### config.mk
export PLATFORM = sky130hd
export DESIGN_NAME = hypot_seq
export DESIGN_NICKNAME = d
export VERILOG_FILES = /design/src/rtl/hypot_pkg.sv /design/src/rtl/isqrt_step.sv /design/src/rtl/hypot_seq.sv
export SDC_FILE = /design/constraint.sdc
export NUM_CORES = 1
export LEC_CHECK = 0
export CORE_UTILIZATION = 47
export CTS_CLUSTER_SIZE = 30
export DETAILED_ROUTE_END_ITERATION = 12
export DONT_BUFFER_PORTS = 1
export GPL_ROUTABILITY_DRIVEN = 1
export PLACE_DENSITY = 0.64
export SETUP_SLACK_MARGIN = 0.05
export SLEW_MARGIN = 20
export SYNTH_ARGS = -nofsm -noshare
export SYNTH_HDL_FRONTEND = slang
export SYNTH_HIERARCHICAL = 1
export SYNTH_SLANG_ARGS = --single-unit
### constraint.sdc
create_clock -name clk -period 6.4 [get_ports clk]
set_clock_uncertainty 0.1 [all_clocks]
set_input_delay 0.96 -clock clk [delete_from_list [all_inputs] [get_ports clk]]
set_output_delay 0.96 -clock clk [all_outputs]
set_load 0.01 [all_outputs]
### src/rtl/hypot_pkg.sv
// Shared types and width helpers for the sequential hypotenuse block.
package hypot_pkg;

   typedef enum logic [1:0] {
      IDLE   = 2'd0,
      SQUARE = 2'd1,
      ITER   = 2'd2,
      DONE   = 2'd3
   } state_t;

   function automatic int root_w(input int w);
      return w + 1;
   endfunction

   function automatic int sum_w(input int w);
      return 2 * w + 1;
   endfunction

endpackage

### src/rtl/isqrt_step.sv
// One restoring square-root digit: brings down a bit pair and decides one root bit.
module isqrt_step #(
   parameter int W = 8
) (
   input  logic [W+2:0] rem_in,
   input  logic [W:0]   root_in,
   input  logic [1:0]   pair,
   output logic [W+2:0] rem_out,
   output logic [W:0]   root_out
);

   logic [W+4:0] rem_sh;
   logic [W+2:0] trial;
   logic         take;

   // The remainder never exceeds twice the partial root, so W+3 bits hold it
   // after either branch; only the compare needs the full shifted width.
   always_comb begin
      rem_sh   = {rem_in, pair};
      trial    = {root_in, 2'b01};
      take     = (rem_sh >= {2'b00, trial});
      rem_out  = take ? (rem_sh[W+2:0] - trial) : rem_sh[W+2:0];
      root_out = {root_in[W-1:0], take};
   end

endmodule

### src/rtl/hypot_seq.sv
// Sequential integer hypotenuse: root = isqrt(x*x + y*y), one root bit per cycle.
// Optional round-to-nearest of the root is enabled by defining HYPOT_ROUND_EN.
//
// state  | meaning
// IDLE   | in_ready high, waiting for an operand pair
// SQUARE | registers x*x + y*y, arms the iteration counter
// ITER   | one root bit per cycle; on terminal count latches the result
// DONE   | out_valid held with a stable result until out_ready
module hypot_seq
   import hypot_pkg::*;
#(
   parameter int W = 8
) (
   input  logic         clk,
   input  logic         rst_n,
   input  logic         in_valid,
   output logic         in_ready,
   input  logic [W-1:0] x,
   input  logic [W-1:0] y,
   output logic         out_valid,
   input  logic         out_ready,
   output logic [W:0]   root,
   output logic         exact
);

   localparam int RW = root_w(W);
   localparam int SW = sum_w(W);
   localparam int CW = $clog2(W + 2);

   state_t        state;
   logic [W-1:0]  x_q;
   logic [W-1:0]  y_q;
   logic [SW:0]   sum_q;
   logic [RW+1:0] rem_q;
   logic [RW-1:0] part_q;
   logic [CW-1:0] cnt;

   logic [SW-1:0] sum_c;
   logic [RW+1:0] rem_nx;
   logic [RW-1:0] part_nx;
   logic [RW-1:0] root_fin;

   assign sum_c = SW'(x_q) * SW'(x_q) + SW'(y_q) * SW'(y_q);

   // sum_q is kept one bit wider than the sum so it splits into whole bit
   // pairs; it shifts left as pairs are consumed, top pair feeds the step.
   isqrt_step #(.W(W)) u_step (
      .rem_in   (rem_q),
      .root_in  (part_q),
      .pair     (sum_q[SW:SW-1]),
      .rem_out  (rem_nx),
      .root_out (part_nx)
   );

`ifdef HYPOT_ROUND_EN
   assign root_fin = part_q + RW'(rem_q > {2'b00, part_q});
`else
   assign root_fin = part_q;
`endif

   always_ff @(posedge clk or negedge rst_n) begin
      if (!rst_n) begin
         state     <= IDLE;
         in_ready  <= 1'b0;
         out_valid <= 1'b0;
         x_q       <= '0;
         y_q       <= '0;
         sum_q     <= '0;
         rem_q     <= '0;
         part_q    <= '0;
         cnt       <= '0;
         root      <= '0;
         exact     <= 1'b0;
      end else begin
         case (state)
            IDLE: begin
               if (in_valid && in_ready) begin
                  x_q      <= x;
                  y_q      <= y;
                  in_ready <= 1'b0;
                  state    <= SQUARE;
               end else begin
                  in_ready <= 1'b1;
               end
            end
            SQUARE: begin
               sum_q  <= {1'b0, sum_c};
               rem_q  <= '0;
               part_q <= '0;
               cnt    <= CW'(RW);
               state  <= ITER;
            end
            ITER: begin
               if (cnt != '0) begin
                  rem_q  <= rem_nx;
                  part_q <= part_nx;
                  sum_q  <= {sum_q[SW-2:0], 2'b00};
                  cnt    <= cnt - CW'(1);
               end else begin
                  root      <= root_fin;
                  exact     <= (rem_q == '0);
                  out_valid <= 1'b1;
                  state     <= DONE;
               end
            end
            DONE: begin
               if (out_ready) begin
                  out_valid <= 1'b0;
                  in_ready  <= 1'b1;
                  state     <= IDLE;
               end
            end
            default: begin
               in_ready  <= 1'b0;
               out_valid <= 1'b0;
               state     <= IDLE;
            end
         endcase
      end
   end

endmodule

==> impl_metrics.py <==
metrics = {
    "clock_network": {
        "cts.sinks": 72,
        "numCtsBuffers": 9,
        "clkLatencyLatePin_ns": 0.34,
        "cts_tree": "built",
        "clockRootBuffer": "clkbuf_16",
        "htree_num_levels": 3,
        "cts_hold_buf": 0,
        "cts_max_path_buffers": 2,
        "cts_resized": 0,
        "clk_pin_slew_ns": 0.06,
        "post_cts_buffers": 0,
    },
    "yosys": {
        "synthFlopType": "dfrtp_1",
        "synthArstFlopShare": 1.000,
        "synth_xor_area_frac": 0.03265,
        "synth_compound_area_frac": 0.1130,
        "synth_top_family_by_area": "adder cells",
        "yosys_warnings": 6,
        "synth_top_area_frac": 0.2487,
        "synth_nets": 884,
        "synth-simple-area-share": 0.1131,
        "ys_seq_area_frac": 0.2487,
        "ys_ff_latch": 72,
        "synth-edff-count": 0,
        "post_synth_inst_count": 714,
        "avgSynthCellArea_sq_um": 10.14,
        "ys_types": 60,
        "synthMuxAreaShare": 0.06892,
        "synth_top_area_cell": "dfrtp_1",
        "syn_area_sq_um": 7243,
        "yosys-top-cells-area": "dfrtp_1 25%, fa_1 21%, ha_1 13%",
        "synth-adder-area-share": 0.3379,
    },
    "drt": {
        "ant_nets": 0,
        "totalWireLength_mm": 13.92,
        "drcViolationCount": 0,
        "drt_first_pass_iters": 4,
        "via_per_inst": 5.377,
        "drtIter0Drc": 242,
        "vias": 4802,
        "routedWlPerCell_microns": 15.59,
    },
    "run_status": {
        "status": "completed",
    },
    "final_layout": {
        "syn_to_final_growth_pct": 5.372,
        "antennaDiodeCount": 0,
        "layout-drive-gt1-share": 0.09929,
        "nets": 870,
        "fin_area_sq_um": 7632,
    },
    "place": {
        "gp_congestion": 0.8727,
        "dpl_cell_area_sq_um": 7338,
        "dpl.hpwl_mm": 11.03,
        "port_buffers": 0,
    },
    "setup_path": {
        "crit_slowest_cell": "fa_1",
        "worst-path-max-fanout": 9,
        "cp.arrival_ns": 6.03,
        "path_common_cell": "fa_1",
        "crit_buf_inv": 3,
        "cp.required_ns": 6.51,
        "cp_top_family": "adder cells",
        "crit_chain": "inv_1 -> nor2_1 -> fa_1 -> fa_1 -> fa_1 -> fa_1 -> fa_1 -> inv_1 -> fa_1 -> inv_1 -> ha_1 -> and3_1 -> a221oi_2 -> o21ai_2 -> a21oi_2 -> xor2_1 -> o21ai_0",
        "criticalPathCategory": "reg -> reg",
        "start_kind": "register",
        "end_kind": "register",
        "slowest_delay_ns": 0.55,
    },
    "timing": {
        "timing.final.crit_share": 0.9245,
        "period_needed_ns": 5.917,
        "slew_violations": 0,
        "relSlewSlack": 0.2921,
        "fmax_mhz": 169.0,
        "finalHoldViolCount": 0,
        "rsz0062_at_grt": "no",
        "worst_pin_slew_ns": 1.059,
        "fin_tns_setup_ns": 0,
        "setup_viol": 0,
    },
    "global_routing": {
        "grt_pass1_vias": 5232,
        "grt_start_max_net_pins": 73,
        "grt_first_pass_wirelength_mm": 25.12,
        "overflow": 0,
        "antenna_found_initial": 1,
        "grt_use_total": 0.2001,
    },
    "floorplan": {
        "dieArea_sq_um": 15910,
        "boundaryPins": 32,
        "core_area_sq_um": 15150,
        "start_util": 0.4782,
        "rows": 45,
        "die_h_microns": 126.1,
        "fp.dieW_microns": 126.1,
    },
    "min_path": {
        "hp-class": "in -> async",
    },
    "job": {
        "drv_cap": 0,
    },
}
-- routing by layer --
metal	share of wire	vias up	global-route usage	wire, microns
met5	0.0010	-	0	14
met4	0.018	2	0.07229	247
met3	0.029	19	0.03526	410
met2	0.48	75	0.3240	6637
met1	0.47	2385	0.2695	6612
li1	-	2321	-	-
-- metrics by stage --
stage | std cells | util | hold WS (ns) | setup WS (ns)
2_1_floorplan | 714 | - | 0.3496 | 0.8748
3_3_place_gp | 877 | 0.4845 | 0.3633 | 0.5573
3_5_place_dp | 877 | 0.4845 | 0.3745 | 0.4892
4_1_cts | 893 | 0.5038 | 0.1954 | 0.4654
5_1_grt | 893 | 0.5039 | 0.1917 | 0.1151
6_report | 893 | 0.5039 | 0.2098 | 0.4833
-- cell usage after synthesis, drive strengths merged, types with 3 or more instances --
master and instances:
a21o 8, a21oi 28, a221oi 5, a22o 24, a22oi 3, a31oi 3
a32oi 3, and2 37, and3 4, buf 18, clkbuf 10, dfrtp 72
fa 76, ha 74, inv 122, mux2 34, mux2i 9, nand2 55
nand3 14, nand4 4, nor2 17, nor2b 5, nor3 6, nor4 3
o211ai 5, o21ai 21, xnor2 20, xor2 7
-- layout by cell type, fill, tap and decap left out, drive strengths merged, types with 3 or more instances in the layout --
cell and count:
a21oi 28, a21o 8, nand2 55, a31oi 3, a22oi 3, nor2b 5, dfrtp 72, mux2 34
and2 37, mux2i 9, nor3 6, nand3 14, a32oi 3, buf 3, a221oi 5, and3 4
o211ai 5, a22o 24, o21ai 21, nor4 3, xnor2 20, xor2 7, nand4 4, clkbuf 13
inv 124, ha 74, fa 76, nor2 17
-- worst paths after layout --
path	to	cells after the start	slack (ns)	start
hold reg to reg	sum_q[2]$_DFFE_PN0P_	2	0.38	sum_q[2]$_DFFE_PN0P_
setup reg to reg	sum_q[13]$_DFFE_PN0P_	17	0.48	y_q[5]$_DFFE_PN0P_
setup / recovery	sum_q[13]$_DFFE_PN0P_	17	0.48	y_q[5]$_DFFE_PN0P_
max in group asynchronous	sum_q[14]$_DFFE_PN0P_	0	5.87	rst_n
min in group clk	sum_q[2]$_DFFE_PN0P_	2	0.38	sum_q[2]$_DFFE_PN0P_
hold / removal	x_q[5]$_DFFE_PN0P_	0	0.21	rst_n
-- registers in the layout (all words and copies together), names as in the netlist, 2 cells and up --
register,flops
x_q,8
cnt,4
root,9
rem_q,11
part_q,9
state,2
sum_q,18
y_q,8
-- layout make-up --
cell class | count | area, sq um
clock buffer | 13 | 270.3
clock inverter | 3 | 22.52
inverter | 122 | 457.9
timing repair buffer | 3 | 22.52
multi-input combinational | 492 | 4822
fill | 1361 | 7513
tap | 188 | 235.2
sequential | 72 | 1802
-- kinds of logic after synthesis --
group,after synthesis
AOI/OAI and AO/OA,114
xor gates and xnor gates,27
adders and majority gates,150
buffers and inverters,150
DFF,72
muxes,43
and+or+nand+nor,158
Power is left out: the tool's default activity adds up to more than one toggle a clock period on the data nets, which glitch-free logic cannot reach.
